## config.mk

```make
export PLATFORM = sky130hd
export DESIGN_NAME = pipeline_hazard_sequencer_flat
export DESIGN_NICKNAME = d
export VERILOG_FILES = /design/src/rtl/pipeline_hazard_sequencer_if.sv /design/src/rtl/pipeline_hazard_sequencer.sv /design/src/flat_wrapper.sv
export SDC_FILE = /design/constraint.sdc
export NUM_CORES = 1
export LEC_CHECK = 0
export ABC_CLOCK_PERIOD_IN_PS = 2600
export BUFFER_PORTS_ARGS = -buffer_cell sky130_fd_sc_hd__buf_2
export CAP_MARGIN = 5
export CORE_AREA = 2 2 39 41
export CTS_BUF_LIST = sky130_fd_sc_hd__clkbuf_16
export DETAILED_ROUTE_END_ITERATION = 16
export DIE_AREA = 0 0 41 43
export HOLD_SLACK_MARGIN = 0.03
export PLACE_DENSITY = 0.7
export SYNTH_ARGS = -nofsm -noshare
export SYNTH_HDL_FRONTEND = slang
export SYNTH_SLANG_ARGS = --single-unit
```

## constraint.sdc

```tcl
create_clock -name clk -period 2.6 [get_ports clk]
set_clock_uncertainty 0.15 [all_clocks]
set_input_delay 0.52 -clock clk [delete_from_list [all_inputs] [get_ports clk]]
set_output_delay 0.52 -clock clk [all_outputs]
set_load 0.05 [all_outputs]
```

## src/rtl/pipeline_hazard_sequencer_if.sv

```systemverilog
// Hazard-control bundle between hazard detection (master) and the pipeline sequencer (slave).
// HAZARD_PERF_COUNTERS_EN adds the 32-bit performance counter outputs.
interface pipeline_hazard_sequencer_if;
  logic load_use_stall;
  logic branch_taken_id;
  logic jump_id;
  logic md_start;
  logic md_is_div;
  logic pc_we;
  logic if_id_we;
  logic if_id_flush;
  logic id_ex_we;
  logic id_ex_flush;
  logic ex_mem_flush;
  logic md_busy;
  logic md_done;
`ifdef HAZARD_PERF_COUNTERS_EN
  logic [31:0] stall_cycles;
  logic [31:0] flush_count;
  logic [31:0] md_cycles;
`endif

  modport master (
    output load_use_stall, branch_taken_id, jump_id, md_start, md_is_div,
    input  pc_we, if_id_we, if_id_flush, id_ex_we, id_ex_flush, ex_mem_flush,
           md_busy, md_done
`ifdef HAZARD_PERF_COUNTERS_EN
    , input stall_cycles, flush_count, md_cycles
`endif
  );

  modport slave (
    input  load_use_stall, branch_taken_id, jump_id, md_start, md_is_div,
    output pc_we, if_id_we, if_id_flush, id_ex_we, id_ex_flush, ex_mem_flush,
           md_busy, md_done
`ifdef HAZARD_PERF_COUNTERS_EN
    , output stall_cycles, flush_count, md_cycles
`endif
  );
endinterface

```

## src/rtl/pipeline_hazard_sequencer.sv

```systemverilog
// Prioritised per-stage write-enables/flushes from load-use, redirect and MUL/DIV occupancy.
// Optional HAZARD_PERF_COUNTERS_EN adds stall/flush/md-occupancy counters.
module pipeline_hazard_sequencer #(
  parameter int unsigned MUL_CYCLES = 4,
  parameter int unsigned DIV_CYCLES = 32,
  parameter int unsigned CNT_W      = 6
) (
  input  logic                          clk,
  input  logic                          rst_n,
  pipeline_hazard_sequencer_if.slave    hz
);

  typedef enum logic {RUN, MD_BUSY} state_e;

  localparam logic [CNT_W-1:0] MUL_LOAD = CNT_W'(MUL_CYCLES - 2);
  localparam logic [CNT_W-1:0] DIV_LOAD = CNT_W'(DIV_CYCLES - 2);

  state_e           state_q, state_d;
  logic [CNT_W-1:0] cnt_q, cnt_d;

  logic pc_we_c, if_id_we_c, if_id_flush_c, id_ex_we_c;
  logic id_ex_flush_c, ex_mem_flush_c, md_busy_c, md_done_c;

  always_ff @(posedge clk or negedge rst_n) begin
    if (!rst_n) begin
      state_q <= RUN;
      cnt_q   <= '0;
    end else begin
      state_q <= state_d;
      cnt_q   <= cnt_d;
    end
  end

  always_comb begin
    state_d        = state_q;
    cnt_d          = cnt_q;
    pc_we_c        = 1'b1;
    if_id_we_c     = 1'b1;
    if_id_flush_c  = 1'b0;
    id_ex_we_c     = 1'b1;
    id_ex_flush_c  = 1'b0;
    ex_mem_flush_c = 1'b0;
    md_busy_c      = 1'b0;
    md_done_c      = 1'b0;
    unique case (state_q)
      RUN: begin
        if (hz.md_start) begin
          pc_we_c        = 1'b0;
          if_id_we_c     = 1'b0;
          id_ex_we_c     = 1'b0;
          ex_mem_flush_c = 1'b1;
          md_busy_c      = 1'b1;
          cnt_d          = hz.md_is_div ? DIV_LOAD : MUL_LOAD;
          state_d        = MD_BUSY;
        end else if (hz.load_use_stall) begin
          // Redirect in the same cycle is dropped; ID re-presents it once the load clears.
          pc_we_c       = 1'b0;
          if_id_we_c    = 1'b0;
          id_ex_flush_c = 1'b1;
        end else if (hz.branch_taken_id || hz.jump_id) begin
          if_id_flush_c = 1'b1;
        end
      end
      MD_BUSY: begin
        if (cnt_q != '0) begin
          pc_we_c        = 1'b0;
          if_id_we_c     = 1'b0;
          id_ex_we_c     = 1'b0;
          ex_mem_flush_c = 1'b1;
          md_busy_c      = 1'b1;
          cnt_d          = cnt_q - 1'b1;
        end else begin
          md_done_c = 1'b1;
          state_d   = RUN;
        end
      end
      default: state_d = RUN;
    endcase
  end

  // Outputs are forced low for the whole time reset is held, not just at the edge.
  assign hz.pc_we        = rst_n & pc_we_c;
  assign hz.if_id_we     = rst_n & if_id_we_c;
  assign hz.if_id_flush  = rst_n & if_id_flush_c;
  assign hz.id_ex_we     = rst_n & id_ex_we_c;
  assign hz.id_ex_flush  = rst_n & id_ex_flush_c;
  assign hz.ex_mem_flush = rst_n & ex_mem_flush_c;
  assign hz.md_busy      = rst_n & md_busy_c;
  assign hz.md_done      = rst_n & md_done_c;

`ifdef HAZARD_PERF_COUNTERS_EN
  logic [31:0] stall_cycles_q, flush_count_q, md_cycles_q;

  always_ff @(posedge clk or negedge rst_n) begin
    if (!rst_n) begin
      stall_cycles_q <= '0;
      flush_count_q  <= '0;
      md_cycles_q    <= '0;
    end else begin
      if (!pc_we_c)      stall_cycles_q <= stall_cycles_q + 32'd1;
      if (if_id_flush_c) flush_count_q  <= flush_count_q + 32'd1;
      if (md_busy_c)     md_cycles_q    <= md_cycles_q + 32'd1;
    end
  end

  assign hz.stall_cycles = stall_cycles_q;
  assign hz.flush_count  = flush_count_q;
  assign hz.md_cycles    = md_cycles_q;
`endif

endmodule
```

## src/flat_wrapper.sv

```systemverilog
// flat-port wrapper written by rule: the top's interface ports become plain ports
module pipeline_hazard_sequencer_flat 
#(
  parameter int unsigned MUL_CYCLES = 4,
  parameter int unsigned DIV_CYCLES = 32,
  parameter int unsigned CNT_W      = 6
)
  (clk, rst_n, hz_load_use_stall, hz_branch_taken_id, hz_jump_id, hz_md_start, hz_md_is_div, hz_pc_we, hz_if_id_we, hz_if_id_flush, hz_id_ex_we, hz_id_ex_flush, hz_ex_mem_flush, hz_md_busy, hz_md_done);
  pipeline_hazard_sequencer_if hz_i ();
  input  logic clk;
  input  logic rst_n;
  input wire logic [$bits(hz_i.load_use_stall)-1:0] hz_load_use_stall;
  input wire logic [$bits(hz_i.branch_taken_id)-1:0] hz_branch_taken_id;
  input wire logic [$bits(hz_i.jump_id)-1:0] hz_jump_id;
  input wire logic [$bits(hz_i.md_start)-1:0] hz_md_start;
  input wire logic [$bits(hz_i.md_is_div)-1:0] hz_md_is_div;
  output wire logic [$bits(hz_i.pc_we)-1:0] hz_pc_we;
  output wire logic [$bits(hz_i.if_id_we)-1:0] hz_if_id_we;
  output wire logic [$bits(hz_i.if_id_flush)-1:0] hz_if_id_flush;
  output wire logic [$bits(hz_i.id_ex_we)-1:0] hz_id_ex_we;
  output wire logic [$bits(hz_i.id_ex_flush)-1:0] hz_id_ex_flush;
  output wire logic [$bits(hz_i.ex_mem_flush)-1:0] hz_ex_mem_flush;
  output wire logic [$bits(hz_i.md_busy)-1:0] hz_md_busy;
  output wire logic [$bits(hz_i.md_done)-1:0] hz_md_done;
  assign hz_i.load_use_stall = hz_load_use_stall;
  assign hz_i.branch_taken_id = hz_branch_taken_id;
  assign hz_i.jump_id = hz_jump_id;
  assign hz_i.md_start = hz_md_start;
  assign hz_i.md_is_div = hz_md_is_div;
  assign hz_pc_we = hz_i.pc_we;
  assign hz_if_id_we = hz_i.if_id_we;
  assign hz_if_id_flush = hz_i.if_id_flush;
  assign hz_id_ex_we = hz_i.id_ex_we;
  assign hz_id_ex_flush = hz_i.id_ex_flush;
  assign hz_ex_mem_flush = hz_i.ex_mem_flush;
  assign hz_md_busy = hz_i.md_busy;
  assign hz_md_done = hz_i.md_done;
  pipeline_hazard_sequencer #(.MUL_CYCLES(MUL_CYCLES), .DIV_CYCLES(DIV_CYCLES), .CNT_W(CNT_W)) u_core (.clk(clk), .rst_n(rst_n), .hz(hz_i));
endmodule
```

==> results.md <==
* Share of power burned in registers at 0.275
* Final Cycle Share at 0.976
* Slew HR at 0.620
* First-pass GRT wire length at 1.62 mm
* Final setup fails at 0
* Routed metal-1 wirelength at 525 um
* Vias in the first global route at 412
* P&R area growth vs syn at 35.1%
* PD cells at 1270 nW/um^2
* Core outline area at 1380 um^2
* Die area at between 1500 and 2000 um^2
* Minimum clock period at 2.54 ns
* Total of max-cap violations at 0
* Number of port buffers at 14
* Max H-tree Level at 1
* Worst-Margin Slew at roughly 0.56 ns
* Syn Std Cell Area at 503 um^2
* Final hold vios at 0
* Sequential fraction of the synthesis area at 0.348
* Cell area after placement at just under 600 um^2
* Sw Share at 0.398
* Pint at between 500 and 600 uW
* WS Path Type: primary input to output pin
* Clock Latency Late Sink at 0.23 ns
* Vias at 485
* Fill count at 134
* Antenna Cells at 0
* Element type at the critical path end: output pin
* Fmax at 0.394 GHz
* Slew Viols, Final at 0
* Pre-Repair DR Iteration Count at 4
* Clock sink count at 7
* Setup TNS at 0 ns
* Area contributors post-synth: dfrtp_1, nor2b_1, ha_1
* Met3 routed WL at ~52 um
* VDD IR max at ~640 uV
* Status: completed
* GP Congestion at 0.759
* Initial core utilization at 0.363
* P_leak at roughly 0.33 nW
* CTS tree: yes
* Residual DRC at 0
* CP arrival at between 1.5 and 2 ns
* IO Pins at 15
* DIE WIDTH at 41 um
* Row cnt at 14
* Area leader, netlist: dfrtp_1
* Comb power frac at 0.428
* Yosys Warn Count at 0
* Chip Height at 43 um
* Fin area at 679 um^2
* Detail Placement HPWL at 804 um
* Syn Nets at 65
* Initial antenna violation count at 0
* Via density at 5.45
* RSZ-0062 raised after global routing: no
* Antenna Nets Post-Route at 0
* Largest net degree at the start of global routing at 13
* Mapped Avg Cell Area at 8.98 um^2
* Post-synth top area share at 0.348
* All-Layer GR Usage at 0.142
* Starting DRT DRC Count at 6
* Nets@finish at 83
* Longest Clk Path Bufs at 2
* Grt total ovfl at 0
* Hold Path Class: register to register
* Routed wire length at 1.12 mm
* CTS root buffer: clkbuf_16
* CTS clk-pin slew, worst paths at ~0.03 ns
* Routed met2 length at 526 um
* CTS buffer count at 3
* Highest Signal Layer: met4
* NetSw at 345 uW
* Cells after synthesis at 56
* WL/cell at 12.6 um
* Critical Path RT at between 1.5 and 2 ns
* Synth unique cells at 27
* Clock power frac at 0.297
* Crit start category: primary input
* Share of cells above drive strength 1 at 0.329
* Synth Register Bits at 7
* Post-CTS setup repair buffer count at 0
* CP max FO at 12
-- cells in the mapped netlist, drive strengths merged --
master  number
nor2         5
a211oi       3
nor2b        5
ha           2
o31ai        2
nor4         1
a31oi        4
nand2b       1
mux2i        1
a31o         1
nor3b        1
nand2        4
o22a         1
and2         1
a21o         2
inv          5
buf          3
nor3         1
nand3        1
or3b         1
and4         1
dfrtp        7
o21ai        1
nand4        2
-- power by group through the flow --
stage | Combinational (mW) | Clock, mW | Sequential (mW)
finish | 0.371 | 0.257 | 0.238
global route | 0.406 | 0.273 | 0.244
CTS | 0.371 | 0.261 | 0.232
detailed placement | 0.362 | 0 | 0.233
global placement | 0.352 | 0 | 0.230
floorplan | 0.301 | 0 | 0.219
-- critical path: stages --
cell           delay, ns
dlygate4sd3_1       0.53
clkbuf_4            0.21
and4_4              0.19
a31o_2              0.21
buf_2               0.21
-- final timing paths --
check | start | to | slack (ns) | depth (start not counted)
worst max register to register | u_core.cnt_q[0] | u_core.cnt_q[0] | 0.86 | 5
worst max-delay path | rst_n | hz_pc_we | 0.06 | 5
worst min-delay path | u_core.cnt_q[1] | u_core.cnt_q[1] | 0.42 | 1
worst min register to register | u_core.cnt_q[1] | u_core.cnt_q[1] | 0.42 | 1
max in group asynchronous | rst_n | u_core.cnt_q[1] | 1.61 | 2
min in group asynchronous | rst_n | u_core.cnt_q[4] | 0.54 | 2
-- what timing repair did --
item,4_1_cts,5_1_grt
gates resized for setup,0,2
setup endpoints to repair,0,6
hold buffers,1,0
hold endpoints to repair,7,0
-- layout make-up --
class / count / area [um^2] / area share
flip-flops and latches: 7 / 175 / 0.258
repair buffers: 16 / 90.1 / 0.133
clock buffers: 3 / 75.1 / 0.110
well taps: 16 / 20.0 / 0.0295
clock inverters: 1 / 3.75 / 0.00552
inverters: 5 / 18.8 / 0.0276
multi-input cells: 41 / 297 / 0.436
-- flip-flops by register name, indices dropped and copies added (netlist names) --
name / flops
u_core.cnt_q: 6
u_core.state_q: 1
-- cells in the final DEF, fill, tap and decap left out, drive strengths merged --
cell type	synthesis	layout
a21o	2	2
or3b	1	1
clkbuf	0	4
nor2	5	5
mux2i	1	1
inv	5	6
nand3	1	1
o21ai	1	1
a211oi	3	3
a31o	1	1
dfrtp	7	7
and4	1	1
and2	1	1
nor3	1	1
dlygate4sd3	0	1
nand2	4	4
a31oi	4	4
ha	2	2
o31ai	2	2
o22a	1	1
nor4	1	1
nor3b	1	1
nor2b	5	5
buf	3	14
nand2b	1	1
nand4	2	2
-- routing by layer --
metal / GRT usage / up-vias
met5: 0 / -
met4: 0.0600 / 0
met3: 0.0785 / 2
li1: - / 237
met2: 0.216 / 12
met1: 0.157 / 234
-- per-stage QoR --
stage	hold slack, ns	cells	setup slack [ns]	power (mW)	utilization
global placement	0.243	84	0.368	0.582	0.421
CTS	0.417	89	0.0104	0.864	0.486
finish	0.419	89	0.0631	0.866	0.491
global route	0.442	89	0.00695	0.923	0.491
detailed placement	0.244	84	0.326	0.595	0.421
floorplan	0.0744	56	0.0281	0.520	-
-- logic make-up (layout without fill, tap and decap cells) --
kind of cell	after synthesis	after routing	synth area share
mux	1	1	0.0199
flops	7	7	0.348
simple gates	24	24	0.266
compound gates	14	14	0.239
fa+ha+maj	2	2	0.0497
buf+inv	8	25	0.0771
No activity file was read; power rests on OpenSTA's default activity.
